File: config.mk
export PLATFORM = sky130hd
export DESIGN_NAME = telemetry_uart_framer
export DESIGN_NICKNAME = d
export VERILOG_FILES = /design/src/rtl/telemetry_uart_framer.sv
export SDC_FILE = /design/constraint.sdc
export NUM_CORES = 1
export LEC_CHECK = 0
export ABC_AREA = 1
export CAP_MARGIN = 20
export CORE_AREA = 8 8 140 142
export CTS_BUF_LIST = sky130_fd_sc_hd__clkbuf_2
export DETAILED_ROUTE_END_ITERATION = 8
export DIE_AREA = 0 0 148 150
export GPL_TIMING_DRIVEN = 0
export SYNTH_ARGS = -nofsm -noshare
export SYNTH_HDL_FRONTEND = slang
export SYNTH_SLANG_ARGS = --single-unit
export TNS_END_PERCENT = 20
File: constraint.sdc
create_clock -name clk -period 3.15 [get_ports clk]
set_clock_uncertainty 0.1 [all_clocks]
set_input_delay 0.945 -clock clk [delete_from_list [all_inputs] [get_ports clk]]
set_output_delay 0.945 -clock clk [all_outputs]
set_load 0.05 [all_outputs]
File: src/rtl/telemetry_uart_framer.sv
// Telemetry framer: accumulates vin/vout over 2^LOG2_WIN samples and sends a
// 6-byte summary frame (A5, avg vin, avg vout, min, max, xor) on a UART 8N1 line.
module telemetry_uart_framer #(
  parameter int CLKS_PER_BIT = 868,
  parameter int LOG2_WIN     = 4
) (
  input  logic       clk,
  input  logic       reset,
  input  logic       sample_valid,
  input  logic [7:0] vin,
  input  logic [7:0] vout,
  output logic       tx,
  output logic       busy,
  output logic       overrun
);

  localparam int SUM_W = 8 + LOG2_WIN;
  localparam int CNT_W = LOG2_WIN + 1;
  localparam int TMR_W = (CLKS_PER_BIT > 1) ? $clog2(CLKS_PER_BIT) : 1;
  localparam logic [CNT_W-1:0] CNT_LAST = CNT_W'((1 << LOG2_WIN) - 1);
  localparam logic [TMR_W-1:0] TMR_LAST = TMR_W'(CLKS_PER_BIT - 1);
  localparam logic [7:0]       SYNC_BYTE = 8'hA5;

  typedef enum logic [1:0] {IDLE, START, DATA, STOP} tx_state_e;

  logic [SUM_W-1:0] sum_vin_q, sum_vin_d, sum_vout_q, sum_vout_d;
  logic [SUM_W-1:0] sum_vin_acc, sum_vout_acc;
  logic [7:0]       min_q, min_d, max_q, max_d, min_acc, max_acc;
  logic [CNT_W-1:0] cnt_q, cnt_d;
  logic             win_done, accept;
  logic             start_q, overrun_q;

  logic [7:0]       avg_vin_q, avg_vout_q, fmin_q, fmax_q, cur_byte;
  tx_state_e        state_q, state_d;
  logic [2:0]       byte_idx_q, byte_idx_d, bit_idx_q, bit_idx_d;
  logic [TMR_W-1:0] timer_q, timer_d;
  logic             tx_q, tx_d, busy_q, busy_d;

  function automatic logic [7:0] avg_trunc(input logic [SUM_W-1:0] sum);
    return sum[LOG2_WIN +: 8];
  endfunction

  always_comb begin
    sum_vin_acc  = sum_vin_q + SUM_W'(vin);
    sum_vout_acc = sum_vout_q + SUM_W'(vout);
    min_acc      = (vout < min_q) ? vout : min_q;
    max_acc      = (vout > max_q) ? vout : max_q;
    win_done     = sample_valid && (cnt_q == CNT_LAST);
    sum_vin_d    = sum_vin_q;
    sum_vout_d   = sum_vout_q;
    min_d        = min_q;
    max_d        = max_q;
    cnt_d        = cnt_q;
    if (sample_valid) begin
      if (win_done) begin
        sum_vin_d  = '0;
        sum_vout_d = '0;
        min_d      = 8'hFF;
        max_d      = 8'h00;
        cnt_d      = '0;
      end else begin
        sum_vin_d  = sum_vin_acc;
        sum_vout_d = sum_vout_acc;
        min_d      = min_acc;
        max_d      = max_acc;
        cnt_d      = cnt_q + CNT_W'(1);
      end
    end
  end

  // A pending start counts as busy so a frame is never overwritten before it goes out.
  assign accept = win_done && (state_q == IDLE) && !start_q;

  always_ff @(posedge clk) begin
    if (accept) begin
      avg_vin_q  <= avg_trunc(sum_vin_acc);
      avg_vout_q <= avg_trunc(sum_vout_acc);
      fmin_q     <= min_acc;
      fmax_q     <= max_acc;
    end
  end

  always_comb begin
    state_d    = state_q;
    byte_idx_d = byte_idx_q;
    bit_idx_d  = bit_idx_q;
    timer_d    = timer_q;
    case (state_q)
      IDLE: begin
        if (start_q) begin
          state_d    = START;
          byte_idx_d = 3'd0;
          timer_d    = '0;
        end
      end
      START: begin
        timer_d = timer_q + TMR_W'(1);
        if (timer_q == TMR_LAST) begin
          timer_d   = '0;
          bit_idx_d = 3'd0;
          state_d   = DATA;
        end
      end
      DATA: begin
        timer_d = timer_q + TMR_W'(1);
        if (timer_q == TMR_LAST) begin
          timer_d = '0;
          if (bit_idx_q == 3'd7) state_d = STOP;
          else bit_idx_d = bit_idx_q + 3'd1;
        end
      end
      default: begin
        timer_d = timer_q + TMR_W'(1);
        if (timer_q == TMR_LAST) begin
          timer_d = '0;
          if (byte_idx_q == 3'd5) begin
            state_d = IDLE;
          end else begin
            byte_idx_d = byte_idx_q + 3'd1;
            state_d    = START;
          end
        end
      end
    endcase

    case (byte_idx_d)
      3'd0:    cur_byte = SYNC_BYTE;
      3'd1:    cur_byte = avg_vin_q;
      3'd2:    cur_byte = avg_vout_q;
      3'd3:    cur_byte = fmin_q;
      3'd4:    cur_byte = fmax_q;
      default: cur_byte = avg_vin_q ^ avg_vout_q ^ fmin_q ^ fmax_q;
    endcase

    // Line level follows the next state so tx and busy leave registers directly.
    case (state_d)
      START:   tx_d = 1'b0;
      DATA:    tx_d = cur_byte[bit_idx_d];
      default: tx_d = 1'b1;
    endcase
    busy_d = (state_d != IDLE);
  end

  always_ff @(posedge clk) begin
    if (reset) begin
      sum_vin_q  <= '0;
      sum_vout_q <= '0;
      min_q      <= 8'hFF;
      max_q      <= 8'h00;
      cnt_q      <= '0;
      start_q    <= 1'b0;
      overrun_q  <= 1'b0;
      state_q    <= IDLE;
      byte_idx_q <= 3'd0;
      bit_idx_q  <= 3'd0;
      timer_q    <= '0;
      tx_q       <= 1'b1;
      busy_q     <= 1'b0;
    end else begin
      sum_vin_q  <= sum_vin_d;
      sum_vout_q <= sum_vout_d;
      min_q      <= min_d;
      max_q      <= max_d;
      cnt_q      <= cnt_d;
      if (accept) start_q <= 1'b1;
      else if (start_q && state_q == IDLE) start_q <= 1'b0;
      if (win_done && !accept) overrun_q <= 1'b1;
      state_q    <= state_d;
      byte_idx_q <= byte_idx_d;
      bit_idx_q  <= bit_idx_d;
      timer_q    <= timer_d;
      tx_q       <= tx_d;
      busy_q     <= busy_d;
    end
  end

  assign tx      = tx_q;
  assign busy    = busy_q;
  assign overrun = overrun_q;

endmodule

; ---- Word level (Yosys, flattened, before mapping)
; Index checks and enable logic that the tools add are counted.
[word_totals]
out_inout_bits = 3
reg_bits = 99
inputBits = 19
[op_classes]
eq_ne = 13
n_addsub = 6
mux = 31
order_cmp = 3
n_reduce_logical = 12
n_bitwise = 3
[ops]
columns = cell, n
row1 = $pmux 8 s5, 1
row2 = $mux 8, 4
row3 = $mux 10, 3
row4 = $add 12x8->12, 2
row5 = $mux 12, 2
row6 = $xor 8x8->8, 3
row7 = $mux 3, 6
row8 = $pmux 3 s2, 2
row9 = $add 10x1->10 const B, 1
row10 = $eq 10x10->1 const B, 1
row11 = $mux 2, 5
row12 = $eq 3x3->1 const B, 3
row13 = $gt 8x8->1, 1
row14 = $lt 8x8->1, 1
row15 = $add 3x1->3 const B, 2
row16 = $eq 3x2->1 const B, 2
row17 = $pmux 2 s3, 1
row18 = $add 5x1->5 const B, 1
row19 = $eq 5x4->1 const B, 1
row20 = $logic_and 1x1->1, 5
row21 = $mux 5, 1
row22 = $eq 2x1->1 const B, 2
row23 = $eq 2x2->1 const B, 2
row24 = $lt 3x4->1 const B, 1
row25 = 10 further kinds, 15

; ---- Logic depth before layout (Yosys ltp)
; Gate-level depths: netlist of the first run.
[depth]
ltp_word = 9
ltp_mapped = 20
depth_no_buf = 19

; ---- Worst setup path after synthesis of the first run
; No wires, ideal clock.
[synth_timing]
kind = input-to-reg
startpoint = in sample_valid
endpoint = reg avg_vin_q[0], enable pin
required_ns = 2.627
n_path_buf = 0
path_slack_ns = 0.011
arrival_time_ns = 2.616
cell_stages = 4
cell_sequence = nand3_1 nor2_1 nand2_1 nor2_1
[synth_between]
elab_chain_len = 3
[synth_lines]
columns = element, line_no
row1 = from (decl), 9  ; input logic sample_valid,
row2 = $logic_and 1x1->1, 48  ; win_done = sample_valid && (cnt_q == CNT_LAST);
row3 = $logic_and 1x1->1 (2 in series), 72  ; assign accept = win_done && (state_q == IDLE) && !start_q;
row4 = via accept, 30  ; logic win_done, accept;
row5 = to (signal assigned), 76  ; avg_vin_q <= avg_trunc(sum_vin_acc);
row6 = to (decl), 33  ; logic [7:0] avg_vin_q, avg_vout_q, fmin_q, fmax_q, cur_byte;
; The timed path passes the listed nets, and every way through them passes these cells.
; A chain may end at the register's enable or synchronous reset.

; ---- Worst setup path after layout of the first run
[layout_timing]
startpoint = in vout[0]
endpoint = reg sum_vout_q[10]
[layout_between]
elab_chain_len = 2
[layout_lines]
columns = element, line_no
row1 = from (decl), 11  ; input logic [7:0] vout,
row2 = $add 12x8->12, 45  ; sum_vout_acc = sum_vout_q + SUM_W'(vout);
row3 = via sum_vout_acc[10], 27  ; logic [SUM_W-1:0] sum_vin_acc, sum_vout_acc;
row4 = $mux 12, 55  ; if (win_done) begin
row5 = to (signal assigned), 161  ; sum_vout_q <= sum_vout_d;
row6 = to (decl), 26  ; logic [SUM_W-1:0] sum_vin_q, sum_vin_d, sum_vout_q, sum_vout_d;
; The timed path passes the listed nets, and every way through them passes these cells.

==> results of run 1 <==
[path summary, 6_finish.rpt]
kind	from	end	slack, ns	cells after the start
max	vout[0]	sum_vout_q[10]	0.15	15
max reg2reg	state_q[0]	tx	0.38	18
min reg2reg	cnt_q[4]	cnt_q[4]	0.37	2
min	cnt_q[4]	cnt_q[4]	0.37	2
[sequential cells by signal, summed over array words and instances, names as in the netlist, 5 cells and up]
name	cells
min_q	8
avg_vout_q	8
sum_vin_q	12
max_q	8
avg_vin_q	8
fmin_q	8
cnt_q	5
sum_vout_q	12
fmax_q	8
timer_q	10
[what timing repair did]
action,in CTS,in global routing
endpoints found under the setup margin,0,3
buffers inserted,0,1
resized for setup,0,1
[worst max-delay path: cells and delay by family]
kind                       cells  cell delay [ns]
AOI/OAI and AO/OA              6             0.92
xor gates and xnor gates       1             0.22
adders and majority gates      2             0.50
buffers and inverters          3             0.62
and+or+nand+nor                3             0.26
[placed cells by master (no fill, tap or decap), drive strengths merged, types with 2 or more instances in the layout]
| cell type | Yosys | routed |
|---|---|---|
| nand2 | 172 | 172 |
| inv | 101 | 101 |
| dfxtp | 67 | 67 |
| nor2 | 63 | 63 |
| a21oi | 61 | 61 |
| o21ai | 57 | 57 |
| ha | 40 | 40 |
| edfxtp | 32 | 32 |
| nand3 | 32 | 32 |
| clkbuf | 16 | 26 |
| xnor2 | 21 | 21 |
| xor2 | 21 | 21 |
| clkdlybuf4s50 | 0 | 19 |
| nand4 | 19 | 19 |
| o211ai | 10 | 10 |
| nor3 | 7 | 7 |
| buf | 5 | 6 |
| clkinv | 3 | 6 |
| a211oi | 4 | 4 |
| diode | 0 | 3 |
| a21boi | 3 | 3 |
| o21bai | 3 | 3 |
| o21a | 3 | 3 |
| nand3b | 3 | 3 |
| o221ai | 2 | 2 |
| o22ai | 2 | 2 |
| a22oi | 2 | 2 |
| a221oi | 2 | 2 |
| fa | 2 | 2 |
| bufinv | 0 | 2 |
[through the flow]
| stage | setup TNS [ns] | hold slack, ns |
|---|---|---|
| 6_report | 0 | 0.3662 |
| 5_1_grt | 0 | 0.3972 |
| 3_5_place_dp | -19.56 | 0.3398 |
| 3_3_place_gp | -56.96 | 0.3330 |
| 2_1_floorplan | 0 | 0.3242 |
| 4_1_cts | 0 | 0.3693 |
[cells by family (layout without fill, tap and decap cells)]
kind of cell,Yosys count,in the layout,share of synthesized area
and+or+nand+nor,297,297,0.2367
AOI/OAI and AO/OA,151,151,0.1435
buffers and inverters,125,162,0.08377
DFF,99,99,0.3844
adders and majority gates,42,42,0.09024
xor gates and xnor gates,42,42,0.06142
other,0,3,0
[power breakdown]
part           switching (mW)  total, mW  internal (mW)
Clock                   0.464      0.731          0.267
Combinational           0.302      0.476          0.174
Sequential             0.0323       1.42           1.39
[cell type report]
cell class	instances	share of cell area
Sequential cell	99	0.3466
Timing Repair Buffer	21	0.03165
Antenna cell	3	0.001130
Clock buffer	10	0.007536
Tap cell	229	0.04314
Inverter	104	0.05972
Buffer	21	0.01583
Clock inverter	6	0.01356
Multi-Input combinational cell	532	0.4808
[metal layers]
layer,vias up,share of wire,global-route usage
li1,2568,-,-
met1,2277,0.49,0.1786
met2,94,0.46,0.2176
met3,14,0.036,0.02540
met4,0,0.014,0.04589
met5,-,0,0
==> metrics.csv, run 1 <==
stage;metric;value;unit
placed_design;placed_cells;1005;
timing;layout_setup_ws;0.1509;ns
global_route;grt_use_total;0.1352;
min_path;min_path_type;flip-flop to flip-flop;
cts;ctsRootBufferMaster;clkbuf_2;
cells_and_area;fin_util;0.3788;
setup_path;worstPathArrival;3.46;ns
die;rows;49;
placed_design;place_ws;-0.6045;ns
die;initial_core_util;0.3416;
die;core-area;17530;um^2
cts;clockBufferDepth;2;
detailed_routing;drtPass1Iterations;5;
cells_and_area;syn_to_final_growth;10.88;%
detailed_routing;ant_nets;0;
detailed_routing;drt-initial-drc-count;382;
yosys;yosysWarnings;0;
yosys;ys_seq_area_frac;0.3844;
setup_path;cp_common_cell;a21oi_1;
cts;cts_made_buffers;9;
timing;timing.slew.headroom;0.4143;
placed_design;place_area;6484;um^2
detailed_routing;num_vias;4953;
cts;clock-sinks;99;
global_route;antenna_found_initial;2;
yosys;synth.distinct_cells;49;
setup_path;crit_fanout;2;
global_route;grt_start_max_net_pins;34;
global_route;grt_pass1_vias;4618;
detailed_routing;wl_per_cell;14.01;um
cts;cts_hold_buf;0;
setup_path;path_cells;clkdlybuf4s50_1, ha_1, inv_1, fa_1, inv_1, nand2_1, o21ai_1, a21oi_1, o21bai_1, a21oi_1, o21ai_1, nand3_1, xnor2_1, nand2_1, a21oi_1;
placed_design;dp_hpwl;10920;um
timing;fin_crit;2.999;ns
cells_and_area;final_cells;1025;
run;maxCapViolCount;0;
placed_design;place.port_buffers;20;
timing;final-setup-viol-count;0;
timing;slew_viol_final;0;
setup_path;slowest_stage;clkdlybuf4s50_1;
cts;cts_tree;yes;
cells_and_area;regArea;2302;um^2
placed_design;place_congestion;0.8862;
timing;hold_viol;0;
timing;fin_crit_sh;0.9521;
cells_and_area;multi_input_area;3193;um^2
setup_path;slowest_delay;0.48;ns
detailed_routing;avgViaCountPerCell;4.832;
timing;rsz0062_at_grt;false;
yosys;syn_area_per_cell;7.923;um^2
global_route;grt_first_pass_wirelength;23760;um
detailed_routing;drt_wl_total;14360;um
cts;cts.htree.levels;3;
yosys;yosysTopAreaCell;dfxtp_1;
die;io_pins;22;
pwr;power_density;395.4;nW/um^2
yosys;syn-num-nets;817;
die;dieArea;22200;um^2
yosys;synth_cells;756;
cells_and_area;final_net_count;849;
yosys;synth-edff-count;32;
yosys;ys_ff_latch;99;
yosys;synth.area.top_cells;dfxtp_1, edfxtp_1, nand2_1;
setup_path;critical_path_class;input port to flip-flop;
pwr;p_leak;2.760;nW
yosys;synth.top_cell.area_share;0.2239;
status;status;finished clean;
setup_path;worstSetupEndpointType;flip-flop;
yosys;synth_area;5989;um^2
detailed_routing;drc;0;
setup_path;startpoint_type;input port;
pwr;fin_total_pwr;2.626;mW
cells_and_area;n_fill_cell;1882;
cts;cts.clk_slew.worst_paths;0.26;ns
cells_and_area;drive_gt1_frac;0.07945;
cells_and_area;fin_area;6641;um^2
pwr;peakVddDrop;0.2195;mV
yosys;synth_commonest_cells;nand2_1, inv_1, dfxtp_1;
yosys;synthArstFlopShare;0;
setup_path;cp.required;3.61;ns
cts;clock_latency;0.64;ns
global_route;grt_overflow_total;0;
yosys;synth_most_common_cell;nand2_1;
yosys;ys.flop_type;dfxtp_1;
die;die_h;150;um
timing;worst_pin_slew;0.8765;ns
timing;fmax;333.4;MHz
die;dieWidth;148;um
Power figures use the tool's default switching activity.
==> run 2, diff against run 1 <==
Settings changed: CTS_BUF_LIST sky130_fd_sc_hd__clkbuf_2 to sky130_fd_sc_hd__clkbuf_4 sky130_fd_sc_hd__clkbuf_8.
==> run 2 against run 1 <==
Sequential power hardly changed. Global-route usage is 0.064 points lower. Utilization is 1.1 points higher. Design area is 2.9% higher. Count of clock-buffer cells in the layout stayed put. First-iteration DRC count is 8.4% lower. Critical path depth is 3 lower. Register-to-register slack hardly changed. Combinational power is 8.0% higher. Sequential cell count stayed put. Die area stayed put. Via count is 0.52% higher.
==> metrics.csv, run 2 (synthesis results as in run 1) <==
stage;metric;value;unit;change
status;status;finished clean;;
setup_path;slowest_delay;0.54;ns;+0.06 ns
cells_and_area;drive_gt1_frac;0.1115;;+0.03208
setup_path;startpoint_type;input port;;
die;die_h;150;um;unchanged
detailed_routing;num_vias;4979;;+0.52%
detailed_routing;wl_per_cell;14.19;um;+1.3%
cells_and_area;final_cells;1027;;+0.20%
timing;hold_viol;0;;unchanged
cells_and_area;diodes;0;;-3
pwr;power_density;419.3;nW/um^2;+6.1%
global_route;grt_overflow_total;0;;unchanged
cts;clock-sinks;99;;unchanged
pwr;p_leak;2.846;nW;+3.1%
placed_design;place_congestion;0.8862;;unchanged
die;dieArea;22200;um^2;unchanged
global_route;grt_start_max_net_pins;34;;unchanged
die;rows;49;;unchanged
setup_path;critPathBufInv;1;;-2
setup_path;slowest_stage;clkdlybuf4s50_1;;
min_path;min_path_type;flip-flop to flip-flop;;
timing;timing.slew.headroom;0.4072;;-0.007093
pwr;p_comb_frac;0.180;;about the same
setup_path;worstSetupEndpointType;flip-flop;;
pwr;peakVddDrop;0.2018;mV;-8.0%
detailed_routing;ant_nets;0;;unchanged
setup_path;cp.required;3.37;ns;-0.24 ns
setup_path;worstPathArrival;3.25;ns;-0.21 ns
detailed_routing;drc;0;;unchanged
timing;fin_crit;3.025;ns;+0.02546 ns
cts;clock_latency;0.39;ns;-0.25 ns
global_route;grt_pass1_vias;4617;;-0.022%
pwr;swShare;0.2903;;-0.01380
cts;cts.clk_slew.worst_paths;0.10;ns;-0.16 ns
cells_and_area;syn_to_final_growth;14.06;%;
die;initial_core_util;0.3416;;unchanged
cells_and_area;final_common_cell;nand2_1;;
cts;cts.htree.levels;3;;unchanged
run;maxCapViolCount;0;;unchanged
die;dieWidth;148;um;unchanged
die;core-area;17530;um^2;unchanged
pwr;clockPowerShare;0.326;;+0.048
cells_and_area;largestRegisters;sum_vin_q x12, sum_vout_q x12, timer_q x10;;
timing;final-setup-viol-count;0;;unchanged
pwr;netSwitchingPower;831.7;uW;+4.1%
setup_path;crit_fanout;4;;+2
detailed_routing;drtPass1Iterations;5;;unchanged
placed_design;dp_hpwl;10920;um;unchanged
setup_path;cp_common_cell;nand2_1;;
timing;layout_setup_ws;0.1255;ns;-0.02546 ns
timing;hold_slack;0.3516;ns;-0.01452 ns
cts;clockBufferDepth;2;;unchanged
global_route;grt_use_total;0.1346;;-0.0006427
detailed_routing;avgViaCountPerCell;4.848;;+0.33%
cells_and_area;fin_util;0.3896;;+0.01085
pwr;p_seq_frac;0.494;;-0.046
detailed_routing;drt_wl_total;14580;um;+1.5%
global_route;grt_first_pass_wirelength;23660;um;-0.40%
cts;cts_hold_buf;0;;unchanged
timing;slew_viol_final;0;;unchanged
detailed_routing;drt-initial-drc-count;350;;-8.4%
cells_and_area;n_fill_cell;1863;;-1.0%
cells_and_area;final_net_count;854;;+0.59%
timing;fin_crit_sh;0.9602;;+0.008084
cells_and_area;mostFrequentLayoutCells;nand2_1, inv_1, dfxtp_1, a21oi_1, nor2_1;;
placed_design;placed_cells;1005;;unchanged
timing;rsz0062_at_grt;true;;
global_route;antenna_found_initial;0;;-2
cts;ctsRootBufferMaster;clkbuf_8;;
setup_path;critical_path_class;input port to flip-flop;;
timing;fmax;330.6;MHz;-0.84%
pwr;p_int;2.033;mW;+11%
pwr;fin_total_pwr;2.865;mW;+9.1%
setup_path;path_cells;clkdlybuf4s50_1, ha_1, nand2_1, nor2_1, a211oi_2, o221ai_2, nand2_1, a21boi_1, nand3_1, xnor2_1, nand2_1, a21oi_1;;
die;io_pins;22;;unchanged
cts;cts_tree;yes;;
cts;cts_made_buffers;9;;unchanged
setup_path;cp_top_family;compound AO/OA/AOI/OAI gates;;
timing;worst_pin_slew;0.8871;ns;+0.01061 ns
placed_design;place_ws;-0.6045;ns;unchanged
placed_design;place.port_buffers;20;;unchanged
## run 2: what timing repair did
action | 4_1_cts | 5_1_grt
endpoints found under the setup margin | 18 | 32
buffers inserted | 0 | 6
gates resized for setup | 6 | 18
pin swaps | 0 | 7
## run 2: worst min-delay path, cell delays in order, from the launching register on
cell and delay, ns:
dfxtp_1 0.31, inv_1 0.06, nor3_1 0.05
## run 2: final timing paths
path | slack [ns] | cells past startpoint | to | startpoint
worst max register to register | 0.39 | 18 | tx | state_q[0]
worst min register to register | 0.35 | 2 | cnt_q[4] | cnt_q[4]
worst min-delay path | 0.35 | 2 | cnt_q[4] | cnt_q[4]
worst max-delay path | 0.13 | 12 | sum_vout_q[11] | vout[2]
## run 2: per-layer routing
metal	track usage	share of wire	vias up
met4	0.05201	0.022	0
met3	0.02177	0.030	22
met2	0.2167	0.46	81
met1	0.1775	0.48	2310
met5	0	0	-
li1	-	-	2566
## run 2: power groups by stage
stage / clock network [mW] / logic [mW] / registers [mW]
final: 0.935 / 0.514 / 1.42
after floorplan: 0 / 0.323 / 1.44
after CTS: 0.965 / 0.474 / 1.41
after detailed placement: 0 / 0.470 / 1.44
after global routing: 1.01 / 0.583 / 1.42
after global placement: 0 / 0.463 / 1.44
## run 2: metrics by stage
stage	setup TNS, ns	instance area (um^2)
after floorplan	0	5989
final	0	6832
after global routing	-0.1022	6832
after CTS	0	6721
after global placement	-56.96	6476
after detailed placement	-19.56	6484
## run 2: cell type report
class	count	area [um^2]	area share
flip-flops and latches	99	2302	0.3370
clock buffers	10	131.4	0.01923
clock inverters	6	90.09	0.01319
inverters	104	396.6	0.05806
well taps	229	286.5	0.04194
multi-input cells	532	3273	0.4791
repair buffers	26	244.0	0.03571
plain buffers	21	107.6	0.01575
